## src/rtl/minterm_sweeper_if.sv

```systemverilog
// Stimulus/capture bundle between the sweeper and a 4-input function block.
// SWEEP_CHECK_EN adds the expected-table input and match/mismatch outputs.
interface minterm_sweeper_if;
  logic        start;
  logic        f;
  logic        A;
  logic        B;
  logic        C;
  logic        D;
  logic        busy;
  logic        done;
  logic [15:0] tt;
`ifdef SWEEP_CHECK_EN
  logic [15:0] expected;
  logic        match;
  logic [4:0]  mismatch_cnt;
`endif

  modport master (
`ifdef SWEEP_CHECK_EN
    input  expected,
    output match,
    output mismatch_cnt,
`endif
    input  start,
    input  f,
    output A,
    output B,
    output C,
    output D,
    output busy,
    output done,
    output tt
  );

  modport slave (
`ifdef SWEEP_CHECK_EN
    output expected,
    input  match,
    input  mismatch_cnt,
`endif
    output start,
    output f,
    input  A,
    input  B,
    input  C,
    input  D,
    input  busy,
    input  done,
    input  tt
  );
endinterface

```

## src/rtl/minterm_sweeper.sv

```systemverilog
// Sweeps A..D through minterms 0..15, holding each DWELL cycles, and builds tt.
// Optional SWEEP_CHECK_EN compares each sample against an expected table.
module minterm_sweeper #(
  parameter int unsigned DWELL = 20
) (
  input logic              clk,
  input logic              rst,
  minterm_sweeper_if.master bus
);

  typedef enum logic [1:0] {IDLE, SWEEP, DONE} state_t;

  localparam logic [7:0] LAST = 8'(DWELL - 1);

  state_t      state_q, state_d;
  logic [3:0]  idx_q, idx_d;
  logic [7:0]  dwell_q, dwell_d;
  logic        busy_q, busy_d;
  logic        done_q, done_d;
  logic [15:0] tt_q, tt_d;

  logic accept;
  logic sample;

  assign accept = (state_q != SWEEP) && bus.start;
  assign sample = (state_q == SWEEP) && (dwell_q == LAST);

  always_ff @(posedge clk or posedge rst) begin
    if (rst) begin
      state_q <= IDLE;
      idx_q   <= '0;
      dwell_q <= '0;
      busy_q  <= 1'b0;
      done_q  <= 1'b0;
      tt_q    <= '0;
    end else begin
      state_q <= state_d;
      idx_q   <= idx_d;
      dwell_q <= dwell_d;
      busy_q  <= busy_d;
      done_q  <= done_d;
      tt_q    <= tt_d;
    end
  end

  always_comb begin
    state_d = state_q;
    idx_d   = idx_q;
    dwell_d = dwell_q;
    busy_d  = busy_q;
    done_d  = done_q;
    tt_d    = tt_q;
    unique case (state_q)
      IDLE, DONE: begin
        if (accept) begin
          state_d = SWEEP;
          idx_d   = '0;
          dwell_d = '0;
          busy_d  = 1'b1;
          done_d  = 1'b0;
          tt_d    = '0;
        end
      end
      SWEEP: begin
        if (sample) begin
          tt_d[idx_q] = bus.f;
          dwell_d     = '0;
          // index wraps to 0, so A..D read back 0 once done
          idx_d       = idx_q + 4'd1;
          if (idx_q == 4'd15) begin
            state_d = DONE;
            busy_d  = 1'b0;
            done_d  = 1'b1;
          end
        end else begin
          dwell_d = dwell_q + 8'd1;
        end
      end
      default: state_d = IDLE;
    endcase
  end

  assign {bus.A, bus.B, bus.C, bus.D} = idx_q;
  assign bus.busy = busy_q;
  assign bus.done = done_q;
  assign bus.tt   = tt_q;

`ifdef SWEEP_CHECK_EN
  logic [4:0] mis_q, mis_d;

  always_ff @(posedge clk or posedge rst) begin
    if (rst) mis_q <= '0;
    else     mis_q <= mis_d;
  end

  always_comb begin
    mis_d = mis_q;
    if (accept)
      mis_d = '0;
    else if (sample && (bus.f != bus.expected[idx_q]) && (mis_q != 5'd16))
      mis_d = mis_q + 5'd1;
  end

  assign bus.mismatch_cnt = mis_q;
  assign bus.match        = (mis_q == 5'd0) && done_q;
`endif

endmodule

```

## src/flat_wrapper.sv

```systemverilog
// flat-port wrapper written by rule: the top's interface ports become plain ports
module minterm_sweeper_flat 
#(
  parameter int unsigned DWELL = 20
)
  (clk, rst, bus_start, bus_f, bus_A, bus_B, bus_C, bus_D, bus_busy, bus_done, bus_tt);
  minterm_sweeper_if bus_i ();
  input logic clk;
  input logic rst;
  input wire logic [$bits(bus_i.start)-1:0] bus_start;
  input wire logic [$bits(bus_i.f)-1:0] bus_f;
  output wire logic [$bits(bus_i.A)-1:0] bus_A;
  output wire logic [$bits(bus_i.B)-1:0] bus_B;
  output wire logic [$bits(bus_i.C)-1:0] bus_C;
  output wire logic [$bits(bus_i.D)-1:0] bus_D;
  output wire logic [$bits(bus_i.busy)-1:0] bus_busy;
  output wire logic [$bits(bus_i.done)-1:0] bus_done;
  output wire logic [$bits(bus_i.tt)-1:0] bus_tt;
  assign bus_i.start = bus_start;
  assign bus_i.f = bus_f;
  assign bus_A = bus_i.A;
  assign bus_B = bus_i.B;
  assign bus_C = bus_i.C;
  assign bus_D = bus_i.D;
  assign bus_busy = bus_i.busy;
  assign bus_done = bus_i.done;
  assign bus_tt = bus_i.tt;
  minterm_sweeper #(.DWELL(DWELL)) u_core (.clk(clk), .rst(rst), .bus(bus_i));
endmodule
```

## config.mk

```make
export PLATFORM = sky130hd
export DESIGN_NAME = minterm_sweeper_flat
export DESIGN_NICKNAME = d
export VERILOG_FILES = /design/src/rtl/minterm_sweeper_if.sv /design/src/rtl/minterm_sweeper.sv /design/src/flat_wrapper.sv
export SDC_FILE = /design/constraint.sdc
export NUM_CORES = 1
export LEC_CHECK = 0
export ABC_AREA = 1
export BUFFER_PORTS_ARGS = -buffer_cell sky130_fd_sc_hd__buf_2
export CAP_MARGIN = 20
export CORE_MARGIN = 1.5
export CORE_UTILIZATION = 50
export CTS_CLUSTER_DIAMETER = 60
export DETAILED_ROUTE_END_ITERATION = 7
export PLACE_DENSITY = 0.77
export SYNTH_ARGS = -nofsm -noshare
export SYNTH_HDL_FRONTEND = slang
export SYNTH_SLANG_ARGS = --single-unit
```

## constraint.sdc

```tcl
create_clock -name clk -period 4.05 [get_ports clk]
set_clock_uncertainty 0.05 [all_clocks]
set_input_delay 0 -clock clk [delete_from_list [all_inputs] [get_ports clk]]
set_output_delay 0 -clock clk [all_outputs]
set_load 0.1 [all_outputs]
```

==> impl_metrics.ini, run 1 <==
[placement]
dpl_cell_area_sq_um = 2020
dpl.cell_count = 318
hpwl_um = 2650
io_buffers = 25
gp_congestion = 0.767

[worst_setup_path]
start_kind = register
path_cells = ha_1 -> nand2_1 -> nor2_4 -> nand2_4 -> nand2_8 -> nand2_1 -> nand2_1 -> o21ai_0
cp-end-kind = register
cp_num_buf_inv = 0
crit_path_frequent_cell = nand2_1
crit_type = register to register
crit_path_max_incr_delay_ps = 390
cp.arrival_ps = 1700
r2r_start = u_core.dwell_q[0]$_DFFE_PP0P_
slowest_stage = dfrtp_1
cp.required_ps = 4150
rrSetupSlack_ps = 2450
reg2reg_to = u_core.idx_q[0]$_DFFE_PP0P_
cp_top_family = simple AND/OR/NAND/NOR gates
reg2reg_depth = 8
crit_fanout = 19

[global_route]
overflow = 0
antenna_found_initial = 0
grt_pass1_vias = 1491
grt_max_degree = 33
globalRouteTotalUtil = 0.215
grt_pass1_wl_um = 7040

[sta]
max_freq_mhz = 626
min_period_ps = 1600
slew_viol_final = 0
rsz0062_at_grt = false
fin_tns_setup_ps = 0
setup_viol = 0
worst_slew_margin_rel = 0.567
hold_violations = 0
worst_slew_pin_slew_ps = 649
fin_crit_sh = 0.394

[finish]
finalNonFillerCells = 328
regArea_sq_um = 801
final_nets = 288
num-fill-cells = 361
diodes = 0
multiInputGateArea_sq_um = 882
design_area_sq_um = 2130
area_delta_synth_final_pct = 11.3
final_layout_size_suffix_gt1_frac = 0.175

[logic_synthesis]
synth_cell_types = 25
async_reset_ff_frac = 1.00
synth_top_cell_area_share = 0.419
seq_area_frac_synth = 0.419
synth_top_area_cell = dfrtp_1
synth_ff_type = dfrtp_1
synth_warnings = 0
synthCells = 254
synthTopCellsByArea = dfrtp_1, nand2_1, nand3_1
synthMostInstantiatedCell = nand2_1
ys_top_cells_by_count = nand2_1, nand3_1, inv_1
syn_nets = 263
ys_ff_latch = 32
synth_area_sq_um = 1910
avgSynthCellArea_sq_um = 7.52
synth_edf_count = 0

[clock_tree]
post_cts_resized = 0
cts_tree = built
h-tree-depth = 2
cts_inserted_buffers = 5
cts-root-buf = clkbuf_8
clkSlewWorstSetupHoldPaths_ps = 60
post_cts_buffers = 0
clkLatencyLatePin_ps = 290
cts.path.max_buffers = 2
cts_sinks = 32
holdBufCountCts = 2

[floorplanning]
start_util = 0.522
core_sq_um = 3660
ios = 26
dieWidth_um = 64.8
rows = 22
die_h_um = 64.8
die_area_sq_um = 4200

[power]
p_per_area_nw_per_um2 = 577
power_mw = 1.23
irDropWorstVdd_mv = 0.745
clkPwrFrac = 0.206
combPwrFrac = 0.457
seqPwrFrac = 0.337
switching_power_mw = 0.574
intPower_mw = 0.653
power.leakage_nw = 1.27
sw_frac_of_total = 0.468

[hold_path]
min_path_type = input port to register
min_to = u_core.bus.tt[7]$_DFFE_PP0P_
holdPathStages = 5
min-delay-start = bus_f

[run]
max_cap_viol_count = 0

[routing]
drt_iter0_drc = 119
wl_per_cell_um = 12.0
avgViaCountPerCell = 5.08
drt-total-wl_um = 3930
drtPass1Iterations = 4
postRouteAntennaNets = 0
drc = 0
vias = 1665

[status]
status = completed
[kinds of logic after synthesis]
logic type                 share of synthesized area
and+or+nand+nor                                0.382
xor gates and xnor gates                     0.00917
adders and majority gates                     0.0327
AOI/OAI and AO/OA                             0.0380
DFF                                            0.419
buffers and inverters                          0.119
[cells in the final DEF, fill, tap and decap left out, types with 3 or more instances in the layout]
cell / instances
dfrtp_1: 32
nand2_2: 4
nand2_1: 84
buf_2: 25
nand3_1: 45
a21oi_1: 4
o21ai_0: 8
inv_1: 33
nor2_1: 7
inv_2: 3
clkbuf_8: 6
nand4_1: 3
ha_1: 5
[worst max path at each step]
stage,start,endpoint,slack (ps),cells past startpoint
floorplan,u_core.idx_q[0]$_DFFE_PP0P_,u_core.bus.tt[7]$_DFFE_PP0P_,2150,8
global placement,u_core.dwell_q[0]$_DFFE_PP0P_,u_core.bus.done$_DFFE_PP0P_,2520,8
detailed placement,u_core.dwell_q[0]$_DFFE_PP0P_,u_core.idx_q[0]$_DFFE_PP0P_,2500,8
CTS,u_core.dwell_q[0]$_DFFE_PP0P_,u_core.idx_q[0]$_DFFE_PP0P_,2470,8
global route,u_core.dwell_q[0]$_DFFE_PP0P_,u_core.idx_q[0]$_DFFE_PP0P_,2360,8
finish,u_core.dwell_q[0]$_DFFE_PP0P_,u_core.idx_q[0]$_DFFE_PP0P_,2450,8
[final cells by class]
class | count | area share
Multi-Input combinational cell | 175 | 0.415
Sequential cell | 32 | 0.376
Timing Repair Buffer | 28 | 0.0718
Inverter | 37 | 0.0665
Clock buffer | 8 | 0.0424
Tap cell | 48 | 0.0282
[state kept, by name, summed over array words and instances (netlist names)]
name and cells:
u_core.dwell_q 8, u_core.idx_q 4, u_core.bus.busy 1, u_core.bus.tt 16, u_core.state_q 2, u_core.bus.done 1
[per-layer routing]
| metal | part of all wire | up-vias | routed length, um | global-route usage |
|---|---|---|---|---|
| li1 | - | 843 | - | - |
| met4 | 0.019 | 0 | 74 | 0.0904 |
| met3 | 0.058 | 8 | 229 | 0.0417 |
| met2 | 0.45 | 53 | 1780 | 0.320 |
| met1 | 0.47 | 761 | 1840 | 0.306 |
| met5 | 0 | - | 0 | 0 |
[stage by stage]
step	setup slack, ps	hold slack (ps)	util
after global routing	2360	184	0.581
final	2450	144	0.581
after global placement	2520	46.1	0.551
after floorplan	2150	66.2	-
after detailed placement	2500	53.0	0.551
after CTS	2470	139	0.581
[worst min-delay path, stage by stage]
cell     delay (ps)
buf_2           100
inv_1            50
nor2_2          120
nand3_1         110
nand2_1          50
[power groups by stage]
| stage | Sequential (mW) | Clock, mW | Combinational (mW) |
|---|---|---|---|
| after floorplan | 0.479 | 0 | 0.455 |
| after global placement | 0.417 | 0 | 0.548 |
| after detailed placement | 0.417 | 0 | 0.558 |
| after CTS | 0.413 | 0.257 | 0.561 |
| after global routing | 0.419 | 0.275 | 0.624 |
| final | 0.414 | 0.252 | 0.561 |
(Power assumes the default switching activity.)
==> inputs of run 2 (changes only) <==
Clock period 4.05 ns to 1.7 ns, I/O delays scaled along.
==> impl_metrics.ini, run 2 (same netlist as run 1, synthesis figures left out) <==
[sta]
rsz0062_at_grt = false
min_period_ps = 1550
max_freq_mhz = 645
worst_slew_margin_rel = 0.677
slew_viol_final = 0
worst_slew_pin_slew_ps = 487
fin_crit_sh = 0.912
fin_tns_setup_ps = 0
hold_violations = 0
setup_viol = 0
worst_slack_ps = 150

[clock_tree]
cts.path.max_buffers = 2
cts_inserted_buffers = 5
h-tree-depth = 2
cts-root-buf = clkbuf_8
clkSlewWorstSetupHoldPaths_ps = 70
cts_sinks = 32
clkLatencyLatePin_ps = 280
cts_tree = built
post_cts_buffers = 0

[power]
power.leakage_nw = 1.28
sw_frac_of_total = 0.465
clkPwrFrac = 0.202
seqPwrFrac = 0.332
switching_power_mw = 1.38
irDropWorstVdd_mv = 1.60
intPower_mw = 1.59
p_per_area_nw_per_um2 = 1380
combPwrFrac = 0.466
power_mw = 2.97

[hold_path]
min_to = u_core.bus.tt[3]$_DFFE_PP0P_
min_path_type = input port to register
min-delay-start = bus_f
holdPathStages = 6

[routing]
drt_iter0_drc = 123
vias = 1695
avgViaCountPerCell = 5.14
drt-total-wl_um = 4020
drc = 0
postRouteAntennaNets = 0
wl_per_cell_um = 12.2
drtPass1Iterations = 4

[worst_setup_path]
reg2reg_to = u_core.dwell_q[0]$_DFFE_PP0P_
crit_fanout = 24
reg2reg_depth = 6
crit_type = register to register
cp.required_ps = 1810
critPathLaunch = u_core.state_q[0]$_DFFE_PP0P_
cp.arrival_ps = 1660
cp-end-kind = register
start_kind = register
r2r_start = u_core.state_q[0]$_DFFE_PP0P_
rrSetupSlack_ps = 150

[finish]
postLayoutCoreUtil = 0.589
area_delta_synth_final_pct = 12.8
final_common_cell = nand2_1
diodes = 0
multiInputGateArea_sq_um = 891
final_nets = 290
largest_reg_flops = 16
final_layout_size_suffix_gt1_frac = 0.195
final_cell_mix = nand2_1, nand3_1, inv_1, dfrtp_1, buf_2
regArea_sq_um = 806
num-fill-cells = 334

[global_route]
grt_max_degree = 33
antenna_found_initial = 0
grt_pass1_wl_um = 7080
globalRouteTotalUtil = 0.217
grt_pass1_vias = 1655
overflow = 0

[run]
max_cap_viol_count = 0

[floorplanning]
die_area_sq_um = 4200
core_sq_um = 3660
ios = 26
rows = 22
die_h_um = 64.8
start_util = 0.522
dieWidth_um = 64.8

[placement]
gp_congestion = 0.824
hpwl_um = 2770
io_buffers = 25
dp_slack_ps = 154

[status]
status = completed
## run 2: area by class of cell
type / instances / area share
Timing Repair Buffer: 30 / 0.0778
Multi-Input combinational cell: 175 / 0.413
Clock buffer: 8 / 0.0418
Sequential cell: 32 / 0.374
Tap cell: 48 / 0.0279
Inverter: 37 / 0.0656
## run 2: metal layers
metal / vias to the layer above / track usage / part of all wire
met4: 0 / 0.0984 / 0.020
met3: 9 / 0.0556 / 0.061
met5: - / 0 / 0
li1: 851 / - / -
met1: 780 / 0.271 / 0.46
met2: 55 / 0.354 / 0.46
## run 2: worst max-delay path, cell delays in order (launching register included)
cell and delay [ps]:
dfrtp_1 410, inv_1 80, nand2_2 120, nand2_2 390
inv_1 180, nand2_1 100, o21ai_0 80
## run 2: what timing repair did
item	4_1_cts	5_1_grt
endpoints found under the hold margin	34	0
hold buffers	2	0
setup endpoints to repair	0	1
resized for setup	0	1
## run 2: worst max-delay path by stage
stage,depth (start not counted),slack [ps],endpoint
6_report,6,150,u_core.dwell_q[0]$_DFFE_PP0P_
2_1_floorplan,8,120,u_core.bus.tt[7]$_DFFE_PP0P_
5_1_grt,8,5,u_core.bus.done$_DFFE_PP0P_
3_5_place_dp,8,150,u_core.bus.tt[15]$_DFFE_PP0P_
4_1_cts,8,150,u_core.bus.tt[15]$_DFFE_PP0P_
3_3_place_gp,8,240,u_core.bus.busy$_DFFE_PP0P_
## run 2: stage by stage
step	area, sq um	instances	hold WS (ps)
2_1_floorplan	1920	254	65.9
3_5_place_dp	2040	320	54.5
6_report	2160	330	229
5_1_grt	2160	330	262
3_3_place_gp	2040	320	46.8
4_1_cts	2150	330	226
## run 2: power groups by stage
stage          clock network (mW)  logic (mW)  registers [mW]
2_1_floorplan                   0        1.08            1.14
3_3_place_gp                    0        1.33           0.991
3_5_place_dp                    0        1.37           0.995
4_1_cts                     0.614        1.38           0.984
5_1_grt                     0.640        1.53           0.997
6_report                    0.600        1.38           0.986
==> inputs of run 3 (changes only) <==
Settings changed: CORE_UTILIZATION 50 to 30, PLACE_DENSITY 0.77 to 0.53.
==> impl_metrics.ini, run 3 (same netlist as run 1, synthesis figures left out) <==
[hold_path]
min-delay-start = bus_f
min_path_type = input port to register
holdPathStages = 6

[sta]
setup_viol = 0
hold_ws_ps = 204
slew_viol_final = 0
fin_crit_sh = 0.921
min_period_ps = 1570
worst_slew_pin_slew_ps = 500
worst_slew_margin_rel = 0.669
rsz0062_at_grt = false
fin_tns_setup_ps = 0
hold_violations = 0
max_freq_mhz = 639

[finish]
final_layout_size_suffix_gt1_frac = 0.195
postLayoutCoreUtil = 0.363
area_delta_synth_final_pct = 14.6
final_nets = 290
diodes = 0
final_cell_mix = nand2_1, nand3_1, inv_1, dfrtp_1, buf_2
final_common_cell = nand2_1
largest_reg_flops = 16

[clock_tree]
clkLatencyLatePin_ps = 280
cts_sinks = 32
h-tree-depth = 2
clkSlewWorstSetupHoldPaths_ps = 60
cts_inserted_buffers = 5
post_cts_buffers = 0
cts-root-buf = clkbuf_8
cts_tree = built
cts.path.max_buffers = 2

[global_route]
overflow = 0
antenna_found_initial = 0
grt_pass1_vias = 1506
grt_max_degree = 33
grt_pass1_wl_um = 7380
globalRouteTotalUtil = 0.135

[worst_setup_path]
cp-end-kind = register
start_kind = register
cp.arrival_ps = 1690
r2r_start = u_core.dwell_q[0]$_DFFE_PP0P_
crit_fanout = 19
critPathLaunch = u_core.dwell_q[0]$_DFFE_PP0P_
rrSetupSlack_ps = 130
crit_type = register to register
reg2reg_depth = 8
cp.required_ps = 1830

[placement]
io_buffers = 25
hpwl_um = 2870
gp_congestion = 0.809

[routing]
postRouteAntennaNets = 0
wl_per_cell_um = 11.5
avgViaCountPerCell = 4.40
drc = 0
drt_iter0_drc = 79
drt-total-wl_um = 4120
drtPass1Iterations = 4
vias = 1572

[floorplanning]
rows = 28
die_area_sq_um = 6860
start_util = 0.317
ios = 26
core_sq_um = 6030
dieWidth_um = 82.8
die_h_um = 82.8

[power]
p_per_area_nw_per_um2 = 1350
irDropWorstVdd_mv = 1.13
power.leakage_nw = 1.28

[status]
status = completed

[run]
max_cap_viol_count = 0
run 3: cell counts in the layout (fill, tap and decap cells not counted):
Identical to the previous run, type by type.
run 3: area by class of cell:
type,count,area (sq um)
fill,637,3840
multi-input combinational,175,891
inverter,37,141
tap,75,93.8
clock buffer,8,90.1
sequential,32,806
timing repair buffer,30,168
run 3: worst paths after layout:
| kind | endpoint |
|---|---|
| worst min register to register | u_core.bus.tt[1]$_DFFE_PP0P_ |
| worst max register to register | u_core.bus.done$_DFFE_PP0P_ |
| min in group asynchronous | u_core.dwell_q[2]$_DFFE_PP0P_ |
| worst max-delay path | u_core.bus.done$_DFFE_PP0P_ |
| worst min-delay path | u_core.bus.tt[5]$_DFFE_PP0P_ |
| max in group asynchronous | u_core.idx_q[3]$_DFFE_PP0P_ |
run 3: what timing repair did:
action,in CTS,in global routing
hold buffers,2,0
setup endpoints to repair,0,1
hold endpoints to repair,35,0
gates resized for setup,0,1
run 3: critical path: stages (launching register included):
cell	delay [ps]
dfrtp_1	390
ha_1	240
nand2_1	110
nor2_4	150
nand2_4	100
nand2_8	140
nand3_1	140
nand2_1	90
nand2_1	50
run 3: where the power goes:
group / internal (mW) / leakage, nW / total (mW) / switching [mW]
Combinational: 0.383 / 0.804 / 1.37 / 0.985
Sequential: 0.876 / 0.429 / 0.982 / 0.107
Clock: 0.330 / 0.0455 / 0.606 / 0.276
Total: 1.59 / 1.28 / 2.96 / 1.37
run 3: metrics by stage:
step / std cells / power, mW / area [sq um] / setup slack, ps
after global routing: 357 / 3.22 / 2190 / 19.1
after floorplan: 254 / 2.23 / 1920 / 120
after CTS: 357 / 3.00 / 2180 / 124
after global placement: 347 / 2.35 / 2070 / 157
after detailed placement: 347 / 2.37 / 2070 / 134
final: 357 / 2.96 / 2190 / 135
run 3: metal layers:
metal,routed length [um],share of wire,track usage
met5,0,0,0
met4,87,0.021,0.0591
met3,219,0.053,0.0308
met2,1730,0.42,0.194
met1,2080,0.51,0.192
